<file path="src/rtl/inst_fetch_pkg.sv">
// rtl/inst_fetch_pkg.sv - shared types and constants for the instruction fetch unit
package inst_fetch_pkg;

  localparam int ADDR_W = 32;
  localparam int LONG_BIT = 15;
  localparam logic [ADDR_W-1:0] WORD_BYTES = 32'd2;

  typedef enum logic [2:0] {
    IDLE,
    FETCH1,
    FETCH2,
    SKIP,
    DRAIN
  } fetch_state_t;

endpackage

</file>
<file path="src/rtl/inst_fetch_out_reg.sv">
// rtl/inst_fetch_out_reg.sv - decode-side valid/ready holding register
module fetch_out_reg
  import inst_fetch_pkg::*;
(
  input  logic              clk,
  input  logic              reset,
  input  logic              flush,
  input  logic              load,
  input  logic              ready,
  input  logic [31:0]       load_instr,
  input  logic [ADDR_W-1:0] load_pc,
  input  logic              load_long,
  output logic              valid,
  output logic [31:0]       instr,
  output logic [ADDR_W-1:0] pc,
  output logic              is_long
);

  // Flush beats load beats consume; payload is only written on load.
  always_ff @(posedge clk) begin
    if (!reset) begin
      valid   <= 1'b0;
      instr   <= '0;
      pc      <= '0;
      is_long <= 1'b0;
    end else if (flush) begin
      valid <= 1'b0;
    end else if (load) begin
      valid   <= 1'b1;
      instr   <= load_instr;
      pc      <= load_pc;
      is_long <= load_long;
    end else if (valid && ready) begin
      valid <= 1'b0;
    end
  end

endmodule

</file>
<file path="src/rtl/inst_fetch.sv">
// rtl/inst_fetch.sv - variable-length (16/32-bit) instruction fetch FSM
module inst_fetch
  import inst_fetch_pkg::*;
(
  input  logic              clk,
  input  logic              reset,
  input  logic [ADDR_W-1:0] pc,
  input  logic              pc_src,
  output logic              fetch_stall,
  output logic              mem_req,
  output logic [ADDR_W-1:0] mem_addr,
  input  logic              mem_ack,
  input  logic [15:0]       mem_rdata,
  output logic              if_valid,
  input  logic              if_ready,
  output logic [31:0]       if_instr,
  output logic [ADDR_W-1:0] if_pc,
  output logic              if_long
);

  fetch_state_t      state_q, state_d;
  logic [ADDR_W-1:0] pc_q;
  logic [ADDR_W-1:0] req_addr_q;
  logic [15:0]       word0_q;
  logic              slot_free;
  logic              capture;
  logic              latch_word0;
  logic              load;
  logic [31:0]       load_instr;
  logic              load_long;

  assign slot_free = !if_valid || if_ready;

  always_comb begin
    state_d     = state_q;
    fetch_stall = 1'b1;
    mem_req     = 1'b0;
    mem_addr    = pc_q;
    capture     = 1'b0;
    latch_word0 = 1'b0;
    load        = 1'b0;
    load_instr  = {mem_rdata, 16'h0};
    load_long   = 1'b0;
    case (state_q)
      IDLE: begin
        if (!pc_src && slot_free) begin
          capture     = 1'b1;
          fetch_stall = 1'b0;
          state_d     = FETCH1;
        end
      end
      FETCH1: begin
        mem_req = 1'b1;
        if (pc_src) begin
          state_d = mem_ack ? IDLE : DRAIN;
        end else if (mem_ack) begin
          if (mem_rdata[LONG_BIT]) begin
            latch_word0 = 1'b1;
            state_d     = FETCH2;
          end else begin
            load    = 1'b1;
            state_d = IDLE;
          end
        end
      end
      FETCH2: begin
        mem_req  = 1'b1;
        mem_addr = pc_q + WORD_BYTES;
        if (pc_src) begin
          state_d = mem_ack ? IDLE : DRAIN;
        end else if (mem_ack) begin
          load       = 1'b1;
          load_instr = {word0_q, mem_rdata};
          load_long  = 1'b1;
          state_d    = SKIP;
        end
      end
      SKIP: begin
        // Lets the PC step over the immediate word of a long instruction.
        fetch_stall = 1'b0;
        state_d     = IDLE;
      end
      DRAIN: begin
        mem_req  = 1'b1;
        mem_addr = req_addr_q;
        if (mem_ack) state_d = IDLE;
      end
      default: state_d = IDLE;
    endcase
    if (!reset) begin
      fetch_stall = 1'b1;
      mem_req     = 1'b0;
    end
  end

  always_ff @(posedge clk) begin
    if (!reset) begin
      state_q    <= IDLE;
      pc_q       <= '0;
      word0_q    <= '0;
      req_addr_q <= '0;
    end else begin
      state_q <= state_d;
      if (capture) pc_q <= pc;
      if (latch_word0) word0_q <= mem_rdata;
      // Remember the live request address so a drain keeps presenting it.
      if (state_q == FETCH1 || state_q == FETCH2) req_addr_q <= mem_addr;
    end
  end

  fetch_out_reg u_out (
    .clk        (clk),
    .reset      (reset),
    .flush      (pc_src),
    .load       (load),
    .ready      (if_ready),
    .load_instr (load_instr),
    .load_pc    (pc_q),
    .load_long  (load_long),
    .valid      (if_valid),
    .instr      (if_instr),
    .pc         (if_pc),
    .is_long    (if_long)
  );

endmodule
</file>
<file path="config.mk">
export PLATFORM = sky130hd
export DESIGN_NAME = inst_fetch
export DESIGN_NICKNAME = d
export VERILOG_FILES = /design/src/rtl/inst_fetch_pkg.sv /design/src/rtl/inst_fetch_out_reg.sv /design/src/rtl/inst_fetch.sv
export SDC_FILE = /design/constraint.sdc
export NUM_CORES = 1
export LEC_CHECK = 0
export CAP_MARGIN = 20
export CORE_MARGIN = 2
export CORE_UTILIZATION = 32
export CTS_CLUSTER_DIAMETER = 200
export CTS_CLUSTER_SIZE = 28
export DETAILED_ROUTE_END_ITERATION = 6
export DONT_BUFFER_PORTS = 1
export HOLD_SLACK_MARGIN = 0.03
export RECOVER_POWER = 100
export SYNTH_ARGS = -nofsm -noshare
export SYNTH_HDL_FRONTEND = slang
export SYNTH_HIERARCHICAL = 1
export SYNTH_SLANG_ARGS = --single-unit
</file>
<file path="constraint.sdc">
create_clock -name clk -period 2.6 [get_ports clk]
set_clock_uncertainty 0.15 [all_clocks]
set_input_delay 0.78 -clock clk [delete_from_list [all_inputs] [get_ports clk]]
set_output_delay 0.78 -clock clk [all_outputs]
set_load 0.005 [all_outputs]
</file>
---- Yosys cells after proc, flatten, opt, wreduce, memory -nomap -nowiden ----
Index checks and enable logic that the tools add are counted.
word-level totals
  register bits ........................... 149
  latch bits .............................. 0
  bits in writable memories ............... 0
  ROM bits ................................ 0
  memories ................................ 0
cells by class
  add/sub/neg operators ................... 1
  $mul .................................... 0
  div/mod/pow operators ................... 0
  order comparisons ....................... 0
  eq/ne operators ......................... 8
  shift-type cells ........................ 0
  muxes and demuxes ....................... 32
  bitwise operators ....................... 2
  reductions and logical operators ........ 12
operators with widths
  cell                                           number
  2-to-1 mux 32 bit                              2
  case mux 32 bit (2 select lines)               1
  adder 32 x 2 -> 32 bit, second input constant  1
  2-to-1 mux 3 bit                               7
  2-to-1 mux 1 bit                               18
  case mux 3 bit (4 select lines)                1
  == test 3 x 2 -> 1 bit, second input constant  2
  inequality test 3 bit, second input constant   2
  inequality test 2 bit, second input constant   2
  case mux 1 bit (2 select lines)                2
  AND reduction 4 bit                            1
  == test 3 x 1 -> 1 bit, second input constant  1
  == test 3 bit, second input constant           1
  logical NOT 3 bit                              1
  OR reduction 3 bit                             1
  logical AND 1 bit                              2
  logical NOT 1 bit                              2
  logical OR 1 bit                               2
  2-to-1 mux 2 bit                               1
  NOT 1 bit                                      2
  AND reduction 2 bit                            1
  nonzero test 2 bit                             1
  OR reduction 2 bit                             1

---- Depth between registers and ports, before layout ----
Gate-level depths: netlist (run 1).
  depth after elaboration ................. 6
  depth in mapped cells ................... 10
  depth with buffers taken out ............ 6

---- Cells and area by module ----
The synthesis (run 1) kept the hierarchy.
by module, submodules not included
  module         instances  cells an instance  area an instance (um^2)  seq. area each (um^2)
  inst_fetch     1          647                4778.3                   1661.6
  fetch_out_reg  1          287                2702.6                   1321.3

---- Worst setup path after synthesis (run 1) ----
Ideal clock, no wire load.
  path type ............................... register to output
  start ................................... reg pc_q[10]
  end ..................................... out mem_addr[22]
  arrival ................................. 1.930 ns
  data required time ...................... 1.670 ns
  slack ................................... -0.260 ns
  cell stages (with the launch flop) ...... 8
  buffers on the path ..................... 2
  cells stage by stage .................... dfxtp_1 -> nand4_2 -> or4_1 -> buf_2 -> clkbuf_1 -> nor2_1 -> o21ai_0 -> a221o_1
on the way
  cells in the longest elaborated chain, start to end .. 2
ends and longest elaborated chain
  what                              RTL line           source
  from (decl)                       inst_fetch.sv:22   logic [ADDR_W-1:0] pc_q;
  from (signal assigned)            inst_fetch.sv:104  if (capture) pc_q <= pc;
  adder 32 x 2 -> 32 bit            inst_fetch.sv:68   mem_addr = pc_q + WORD_BYTES;
  case mux 32 bit (2 select lines)  inst_fetch.sv:44   case (state_q)
  to (decl)                         inst_fetch.sv:11   output logic [ADDR_W-1:0] mem_addr,
No other way between the ends.

---- Worst setup path in the final report (run 1) ----
  start ................................... reg pc_q[12]
  end ..................................... out mem_addr[26]
Same word-level chain as after synthesis.

==> flow_summary.json, run 1 <==
{
  "yosysUniqueCellTypes": 62,
  "synthAdderAreaFrac_pct": 0.167,
  "startpoint": "pc_q[12]",
  "vias": 7009,
  "diodes": 0,
  "final_antenna_net_count": 0,
  "power_mw": 5.62,
  "synth_common_cells": "276 x nand2_1, 149 x dfxtp_1, 76 x mux2i_1",
  "nets": 1082,
  "synth_xor_area_share_pct": 0.820,
  "critPathMaxFanout": 4,
  "start_kind": "flop",
  "crit_path_cell_trace": "nand4_4 > or4_4 > buf_6 > nor4_4 > mux2i_1 > a221o_1",
  "finalMaxSlewViolations": 0,
  "first_global_vias": 6896,
  "reg2reg_slack_ns": 0.06,
  "setup_viol": 33,
  "dp_hpwl_um": 16000,
  "synth_compound_area_share_pct": 14.7,
  "fp.dieW_um": 157,
  "fin_ws_ns": -0.669,
  "drt_iter0_drc": 440,
  "drc": 0,
  "end_kind": "output port",
  "grt_max_degree": 159,
  "critical_path_class": "flop to output port",
  "yosysMostFrequentCell": "nand2_1",
  "vdd_ir_drop_max_mv": 0.351,
  "synth_cells": 934,
  "clk_latency_ns": 0.43,
  "final_util_pct": 43.8,
  "place.gp.congestion": 0.842,
  "post-route-min-period_ns": 3.27,
  "die-area_um2": 24600,
  "yosys.area.top_type": "dfxtp_1",
  "clk_path_buf_depth": 2,
  "drv_cap": 0,
  "r2r-start": "state_q[1]",
  "synth_mux_area_share_pct": 12.7,
  "netSwitchingPower_mw": 1.46,
  "synth_top_area_share_pct": 39.9,
  "wl_per_cell_um": 18.1,
  "grt_pass1_wl_um": 37400,
  "yosysSeqAreaShare_pct": 39.9,
  "start_util_pct": 32.8,
  "numCtsBuffers": 17,
  "p_leak_nw": 3.67,
  "mappedNetlistArea_um2": 7480,
  "cts_tree": "built",
  "grtUsageTotal_pct": 19.5,
  "via_per_inst": 5.18,
  "port_buffers": 0,
  "cts_sinks": 149,
  "synth_ff_type": "dfxtp_1",
  "clkTransAtPathRegs_ns": 0.06,
  "synth-simple-area-share_pct": 25.4,
  "hp-class": "input pin to flop",
  "critPathSlowestCell": "or4_4",
  "clkPwrFrac_pct": 45.9,
  "worst_r2r_endpoint": "u_out/instr[13]",
  "max_freq_mhz": 306,
  "cp.arrival_ns": 2.34,
  "critPathRequiredTime_ns": 1.67,
  "root_buffer": "clkbuf_16",
  "worst-path-stages": 6,
  "synth_edf_count": 0,
  "path_delay_family": "simple AND/OR/NAND/NOR gates",
  "synth_top_family_by_area": "simple AND/OR/NAND/NOR gates",
  "synth_fp_nets": 988,
  "pwr-share-seq_pct": 43.2,
  "ios": 153,
  "grt_overflow": 0,
  "hold_viol": 0,
  "critical_path_buf_inv_count": 1,
  "syn2layout_area_growth_pct": 33.3,
  "whs_ns": 0.285,
  "synth.area.top_cells": "dfxtp_1 40%, nand2_1 14%, mux2i_1 10%",
  "syn_area_per_cell_um2": 8.01,
  "combPwrFrac_pct": 10.9,
  "core_area_um2": 22800,
  "async_flop_share_pct": 0,
  "rsz0062_at_grt": "true",
  "layout-drive-gt1-share_pct": 28.8,
  "synth_warnings": 6,
  "cp_slowest_stage_delay_ns": 0.58,
  "finalCritPeriodShare_pct": 126,
  "dp_slack_ns": -0.351,
  "intPower_mw": 4.16,
  "cts_max_level": 4,
  "switching_share_pct": 26.0,
  "violations": "setup timing",
  "p_per_area_nw_per_um2": 563,
  "design_area_um2": 9970,
  "placed_area_um2": 8340,
  "endpoint": "mem_addr[26]",
  "rows": 55,
  "first_pass_iters": 5,
  "worst_pin_slew_ns": 0.455,
  "wirelength_um": 24600,
  "die_h_um": 157,
  "status": "complete, but fails checks",
  "antenna_found_initial": 0,
  "rr_worst_depth": 13,
  "slew_headroom_pct": 69.5,
  "ys_ff_latch": 149
}
cell type report:
type / instances / area (um2)
flip-flops and latches: 149 / 3010
inverters: 13 / 48.8
multi-input cells: 695 / 4490
clock inverters: 14 / 175
clock buffers: 18 / 429
fillers: 2179 / 12800
well taps: 313 / 392
repair buffers: 152 / 1430
metal layers:
| metal | global-route usage [%] | up-vias | share of wire, % |
|---|---|---|---|
| met4 | 6.86 | 0 | 1.7 |
| met1 | 24.0 | 3350 | 44 |
| li1 | - | 3412 | - |
| met3 | 6.31 | 27 | 7.7 |
| met5 | 0 | - | 0 |
| met2 | 31.9 | 220 | 47 |
kinds of logic after synthesis:
family / count (synthesis)
AOI/OAI and AO/OA: 173
xor gates and xnor gates: 7
adders and majority gates: 1
buffers and inverters: 90
DFF: 149
muxes: 93
and+or+nand+nor: 421
cells in the final DEF, fill, tap and decap left out, drive strengths merged, types with 14 or more instances in the layout:
cell type  instances
dfxtp            149
and2              17
nor2              38
nand3             14
a21oi             67
o21ai             37
nand2            276
mux2i             76
buf              149
nor3              16
mux2              17
inv               16
clkbuf            20
registers in the layout, summed over array words and instances, names as in the netlist:
register / flops
u_out/pc: 32
u_out/valid: 1
u_out/instr: 32
word0_q: 16
req_addr_q: 32
u_out/is_long: 1
pc_q: 32
state_q: 3
power by group through the flow:
stage	Sequential (mW)	Combinational [mW]	Clock [mW]
2_1_floorplan	2.48	0.352	0
3_3_place_gp	2.47	0.524	0
3_5_place_dp	2.47	0.530	0
4_1_cts	2.42	0.592	2.63
5_1_grt	2.43	0.669	2.73
6_report	2.42	0.614	2.58
timing repair:
action                     4_1_cts  5_1_grt
gates resized for setup        120       32
hold buffers                     0        0
setup endpoints to repair       34       91
gates cloned                     3        2
setup buffers                   41       14
pin swaps                       35       20
worst min path at each step:
stage,endpoint,slack (ns),start,cells after the start
3_3_place_gp,word0_q[14],0.29,word0_q[14],2
3_5_place_dp,word0_q[8],0.29,word0_q[8],2
5_1_grt,state_q[2],0.27,mem_ack,1
4_1_cts,state_q[2],0.27,mem_ack,1
2_1_floorplan,word0_q[0],0.28,word0_q[0],2
6_report,state_q[2],0.28,mem_ack,1
per-stage QoR:
| step | setup TNS (ns) | cells |
|---|---|---|
| after floorplan | -1.09 | 934 |
| after global placement | -2.68 | 1276 |
| after detailed placement | -3.29 | 1276 |
| after CTS | -13.89 | 1351 |
| after global routing | -19.89 | 1354 |
| final | -13.54 | 1354 |
worst reg2reg max path: stages (launching register included):
cell       delay, ns
dfxtp_2         0.33
buf_6           0.12
buf_6           0.12
buf_8           0.13
buf_6           0.11
buf_4           0.13
nand2b_1        0.15
nor2_1          0.09
nor2_1          0.04
nor3_1          0.26
nor2b_4         0.29
buf_12          0.13
clkbuf_16       0.21
mux2i_1         0.21
Note: power is estimated with default switching activity, not from simulation.
==> run 2: changes to the inputs <==
Settings changed: GPL_ROUTABILITY_DRIVEN set to 0, MAX_ROUTING_LAYER set to met4.
==> flow_summary.json, run 2 (same netlist as run 1, synthesis figures left out) <==
{
  "status": "complete, but fails checks",
  "violations": "setup timing",
  "intPower_mw": 4.16,
  "grt_pass1_wl_um": 37400,
  "switching_share_pct": 26.0,
  "rr_worst_depth": 13,
  "first_pass_iters": 5,
  "max_freq_mhz": 306,
  "syn2layout_area_growth_pct": 33.3,
  "critPathMaxFanout": 4,
  "port_buffers": 0,
  "core_area_um2": 22800,
  "fin_ws_ns": -0.664,
  "multi_input_area_um2": 4490,
  "post-route-min-period_ns": 3.26,
  "first_global_vias": 6906,
  "finalCritPeriodShare_pct": 126,
  "numCtsBuffers": 17,
  "setup_viol": 33,
  "clk_latency_ns": 0.42,
  "reg2reg_slack_ns": 0.06,
  "design_area_um2": 9970,
  "cts_tree": "built",
  "clk_path_buf_depth": 2,
  "hp-class": "input pin to flop",
  "vdd_ir_drop_max_mv": 0.352,
  "netSwitchingPower_mw": 1.46,
  "root_buffer": "clkbuf_16",
  "wl_per_cell_um": 18.0,
  "rsz0062_at_grt": "true",
  "p_per_area_nw_per_um2": 563,
  "worst_pin_slew_ns": 0.501,
  "hold_viol": 0,
  "clkPwrFrac_pct": 45.9,
  "cp.arrival_ns": 2.33,
  "layout-drive-gt1-share_pct": 28.8,
  "critPathRequiredTime_ns": 1.67,
  "final_util_pct": 43.8,
  "via_per_inst": 5.22,
  "die-area_um2": 24600,
  "placed_area_um2": 8340,
  "cts_sinks": 149,
  "finalMaxSlewViolations": 0,
  "dp_hpwl_um": 16000,
  "grtUsageTotal_pct": 20.0,
  "drt_iter0_drc": 463,
  "mostFrequentLayoutCells": "270 x nand2_1, 130 x dfxtp_1, 105 x buf_4",
  "fp.dieW_um": 157,
  "nets": 1082,
  "start_util_pct": 32.8,
  "final_antenna_net_count": 0,
  "start_kind": "flop",
  "antenna_found_initial": 0,
  "final_common_cell": "nand2_1",
  "nFillCells": 2184,
  "drv_cap": 0,
  "hold_depth": 1,
  "rows": 55,
  "cts_max_level": 4,
  "end_kind": "output port",
  "dp_slack_ns": -0.351,
  "slew_headroom_pct": 66.4,
  "critPathSlowestCell": "or4_4",
  "p_leak_nw": 3.67,
  "register_area_um2": 3010,
  "die_h_um": 157,
  "vias": 7074,
  "drc": 0,
  "clkTransAtPathRegs_ns": 0.06,
  "combPwrFrac_pct": 10.9,
  "wirelength_um": 24400,
  "hold_buffers": 0,
  "critical_path_class": "flop to output port",
  "diodes": 0,
  "cp_slowest_stage_delay_ns": 0.58,
  "pwr-share-seq_pct": 43.2,
  "ios": 153,
  "grt_max_degree": 159,
  "crit_path_cell_trace": "nand4_4 > or4_4 > buf_6 > nor4_4 > mux2i_1 > a221o_1",
  "grt_overflow": 0
}
-- run 2: layout make-up --
type / count / share of cell area [%]
clock inverters: 14 / 1.76
clock buffers: 18 / 4.30
multi-input cells: 695 / 45.0
inverters: 13 / 0.489
well taps: 313 / 3.93
repair buffers: 152 / 14.4
flip-flops and latches: 149 / 30.2
-- run 2: worst max-delay path: cells and delay by family (launching register included) --
kind / cells / cell delay [ns]
muxes: 1 / 0.11
AOI/OAI and AO/OA: 1 / 0.30
and+or+nand+nor: 3 / 0.99
buffers and inverters: 1 / 0.16
DFF: 1 / 0.36
-- run 2: worst paths after layout --
kind / start / to
setup / recovery: pc_q[12] / mem_addr[26]
hold / removal: mem_ack / state_q[2]
setup reg to reg: state_q[1] / u_out/instr[13]
hold reg to reg: word0_q[8] / word0_q[8]
-- run 2: power by group through the flow --
stage / clock network (mW) / logic [mW] / registers, mW
3_3_place_gp: 0 / 0.524 / 2.47
6_report: 2.58 / 0.612 / 2.42
2_1_floorplan: 0 / 0.352 / 2.48
4_1_cts: 2.63 / 0.592 / 2.42
5_1_grt: 2.73 / 0.668 / 2.43
3_5_place_dp: 0 / 0.530 / 2.47
-- run 2: repair_timing --
item | CTS | global route
pin swaps | 35 | 20
cloned | 3 | 2
endpoints found under the setup margin | 34 | 91
resized for setup | 120 | 32
setup buffers | 41 | 14
-- run 2: routing by layer --
| layer | wire [um] | track usage, % | vias to the layer above |
|---|---|---|---|
| met3 | 1980 | 5.86 | 44 |
| met4 | 531 | 6.68 | 0 |
| met5 | 0 | - | - |
| met2 | 11400 | 31.9 | 255 |
| met1 | 10500 | 24.3 | 3362 |
| li1 | - | - | 3413 |
-- run 2: through the flow --
step / total power [mW] / TNS, ns / instances / hold WS, ns
after floorplan: 2.83 / -1.09 / 934 / 0.283
after global placement: 2.99 / -2.68 / 1276 / 0.289
after detailed placement: 3.00 / -3.29 / 1276 / 0.294
after CTS: 5.64 / -13.89 / 1351 / 0.270
after global routing: 5.83 / -19.84 / 1354 / 0.267
final: 5.62 / -13.37 / 1354 / 0.289
==> run 3: changes to the inputs <==
Settings changed: CORE_ASPECT_RATIO set to 1.75, MAX_ROUTING_LAYER met4 to not set.
==> flow_summary.json, run 3 (same netlist as run 1, synthesis figures left out) <==
{
  "cp.arrival_ns": 2.39,
  "syn2layout_area_growth_pct": 29.1,
  "fp.dieW_um": 120,
  "hold_buffers": 0,
  "post-route-min-period_ns": 3.32,
  "crit_path_cell_trace": "nand4_1 > or4_4 > or4_4 > o211ai_1 > buf_4",
  "drc": 0,
  "setup_tns_ns": -39.73,
  "dp_slack_ns": -0.368,
  "slew_headroom_pct": 57.5,
  "first_global_vias": 6435,
  "rows": 74,
  "cts_max_level": 4,
  "grtUsageTotal_pct": 19.0,
  "cts_tree": "built",
  "diodes": 0,
  "worst_pin_slew_ns": 0.637,
  "wl_per_cell_um": 18.4,
  "start_util_pct": 32.3,
  "mostFrequentLayoutCells": "270 x nand2_1, 127 x dfxtp_1, 106 x buf_4",
  "root_buffer": "clkbuf_16",
  "final_common_cell": "nand2_1",
  "violations": "setup timing",
  "first_pass_iters": 5,
  "port_buffers": 0,
  "vdd_ir_drop_max_mv": 0.456,
  "via_per_inst": 5.17,
  "setup_viol": 138,
  "finalCritPeriodShare_pct": 128,
  "finalMaxSlewViolations": 0,
  "vias": 6872,
  "fin_ws_ns": -0.720,
  "final_antenna_net_count": 0,
  "cts_sinks": 149,
  "critPathSlowestCell": "or4_4",
  "grt_pass1_wl_um": 36200,
  "die_h_um": 206,
  "rsz0062_at_grt": "true",
  "clk_latency_ns": 0.44,
  "critPathMaxFanout": 4,
  "grt_overflow": 0,
  "cp_slowest_stage_delay_ns": 0.52,
  "core_area_um2": 23100,
  "max_freq_mhz": 301,
  "nets": 1066,
  "grt_max_degree": 159,
  "dp_hpwl_um": 16400,
  "layout-drive-gt1-share_pct": 26.9,
  "antenna_found_initial": 0,
  "status": "complete, but fails checks",
  "p_per_area_nw_per_um2": 570,
  "clk_path_buf_depth": 2,
  "end_kind": "output port",
  "critPathRequiredTime_ns": 1.67,
  "ios": 153,
  "hp-class": "input pin to flop",
  "drt_iter0_drc": 350,
  "clkTransAtPathRegs_ns": 0.07,
  "numCtsBuffers": 17,
  "wirelength_um": 24500,
  "critical_path_class": "flop to output port",
  "die-area_um2": 24700,
  "start_kind": "flop",
  "p_leak_nw": 3.57,
  "drv_cap": 0,
  "critPathMostFrequentCell": "or4_4",
  "hold_viol": 0
}
[run 3: cell types whose count changed in the layout (fill, tap and decap cells not counted), sizes merged]
cell	change
buf	-21
clkbuf	+5
inv	+5
bufinv	-2
clkinvlp	-2
bufbuf	-1
[run 3: metrics by stage]
step	power, mW	hold slack, ns	std cells	cell area (um2)	utilization [%]
2_1_floorplan	2.83	0.283	934	7570	-
3_3_place_gp	2.99	0.289	1262	8290	35.8
3_5_place_dp	3.00	0.297	1262	8290	35.8
4_1_cts	5.55	0.238	1309	9240	39.9
5_1_grt	5.71	0.241	1329	9650	41.7
6_report	5.50	0.259	1329	9650	41.7
[run 3: power breakdown]
| part | switching (mW) | total, mW | internal [mW] |
|---|---|---|---|
| combinational | 0.337 | 0.575 | 0.238 |
| clock | 1.14 | 2.51 | 1.37 |
| sequential | 0.0566 | 2.42 | 2.37 |
| total | 1.53 | 5.50 | 3.97 |
[run 3: layout make-up]
type	count	area, um2
timing repair buffer	136	1180
fill	2288	13500
clock inverter	15	165
sequential	149	3020
tap	304	380
multi-input combinational	695	4440
inverter	13	48.8
clock buffer	17	425
[run 3: worst paths after layout]
check / endpoint / slack [ns] / start / depth (start not counted)
worst max-delay path: mem_addr[20] / -0.72 / pc_q[2] / 5
worst min-delay path: state_q[2] / 0.26 / mem_ack / 1
worst max register to register: u_out/pc[22] / -0.34 / state_q[0] / 10
worst min register to register: word0_q[8] / 0.30 / word0_q[8] / 2
[run 3: timing repair]
action	4_1_cts	5_1_grt
setup endpoints to repair	34	34
cloned	1	2
hold endpoints to repair	0	0
setup buffers	14	19
gates resized for setup	62	68
pin swaps	16	25
[run 3: metal layers]
layer  vias to the layer above  track usage (%)  wire length [um]
met5                         -                0                 0
met1                      3236             19.5              9170
met2                       207             34.9             13000
met3                        60             4.72              1330
li1                       3369                -                 -
met4                         0             10.9              1040
[run 3: worst max-delay path, delay by kind of cell (launching register included)]
kind                   cells  cell delay [ns]
AOI/OAI and AO/OA          1             0.24
buffers and inverters      1             0.16
DFF                        1             0.36
and+or+nand+nor            3             1.19
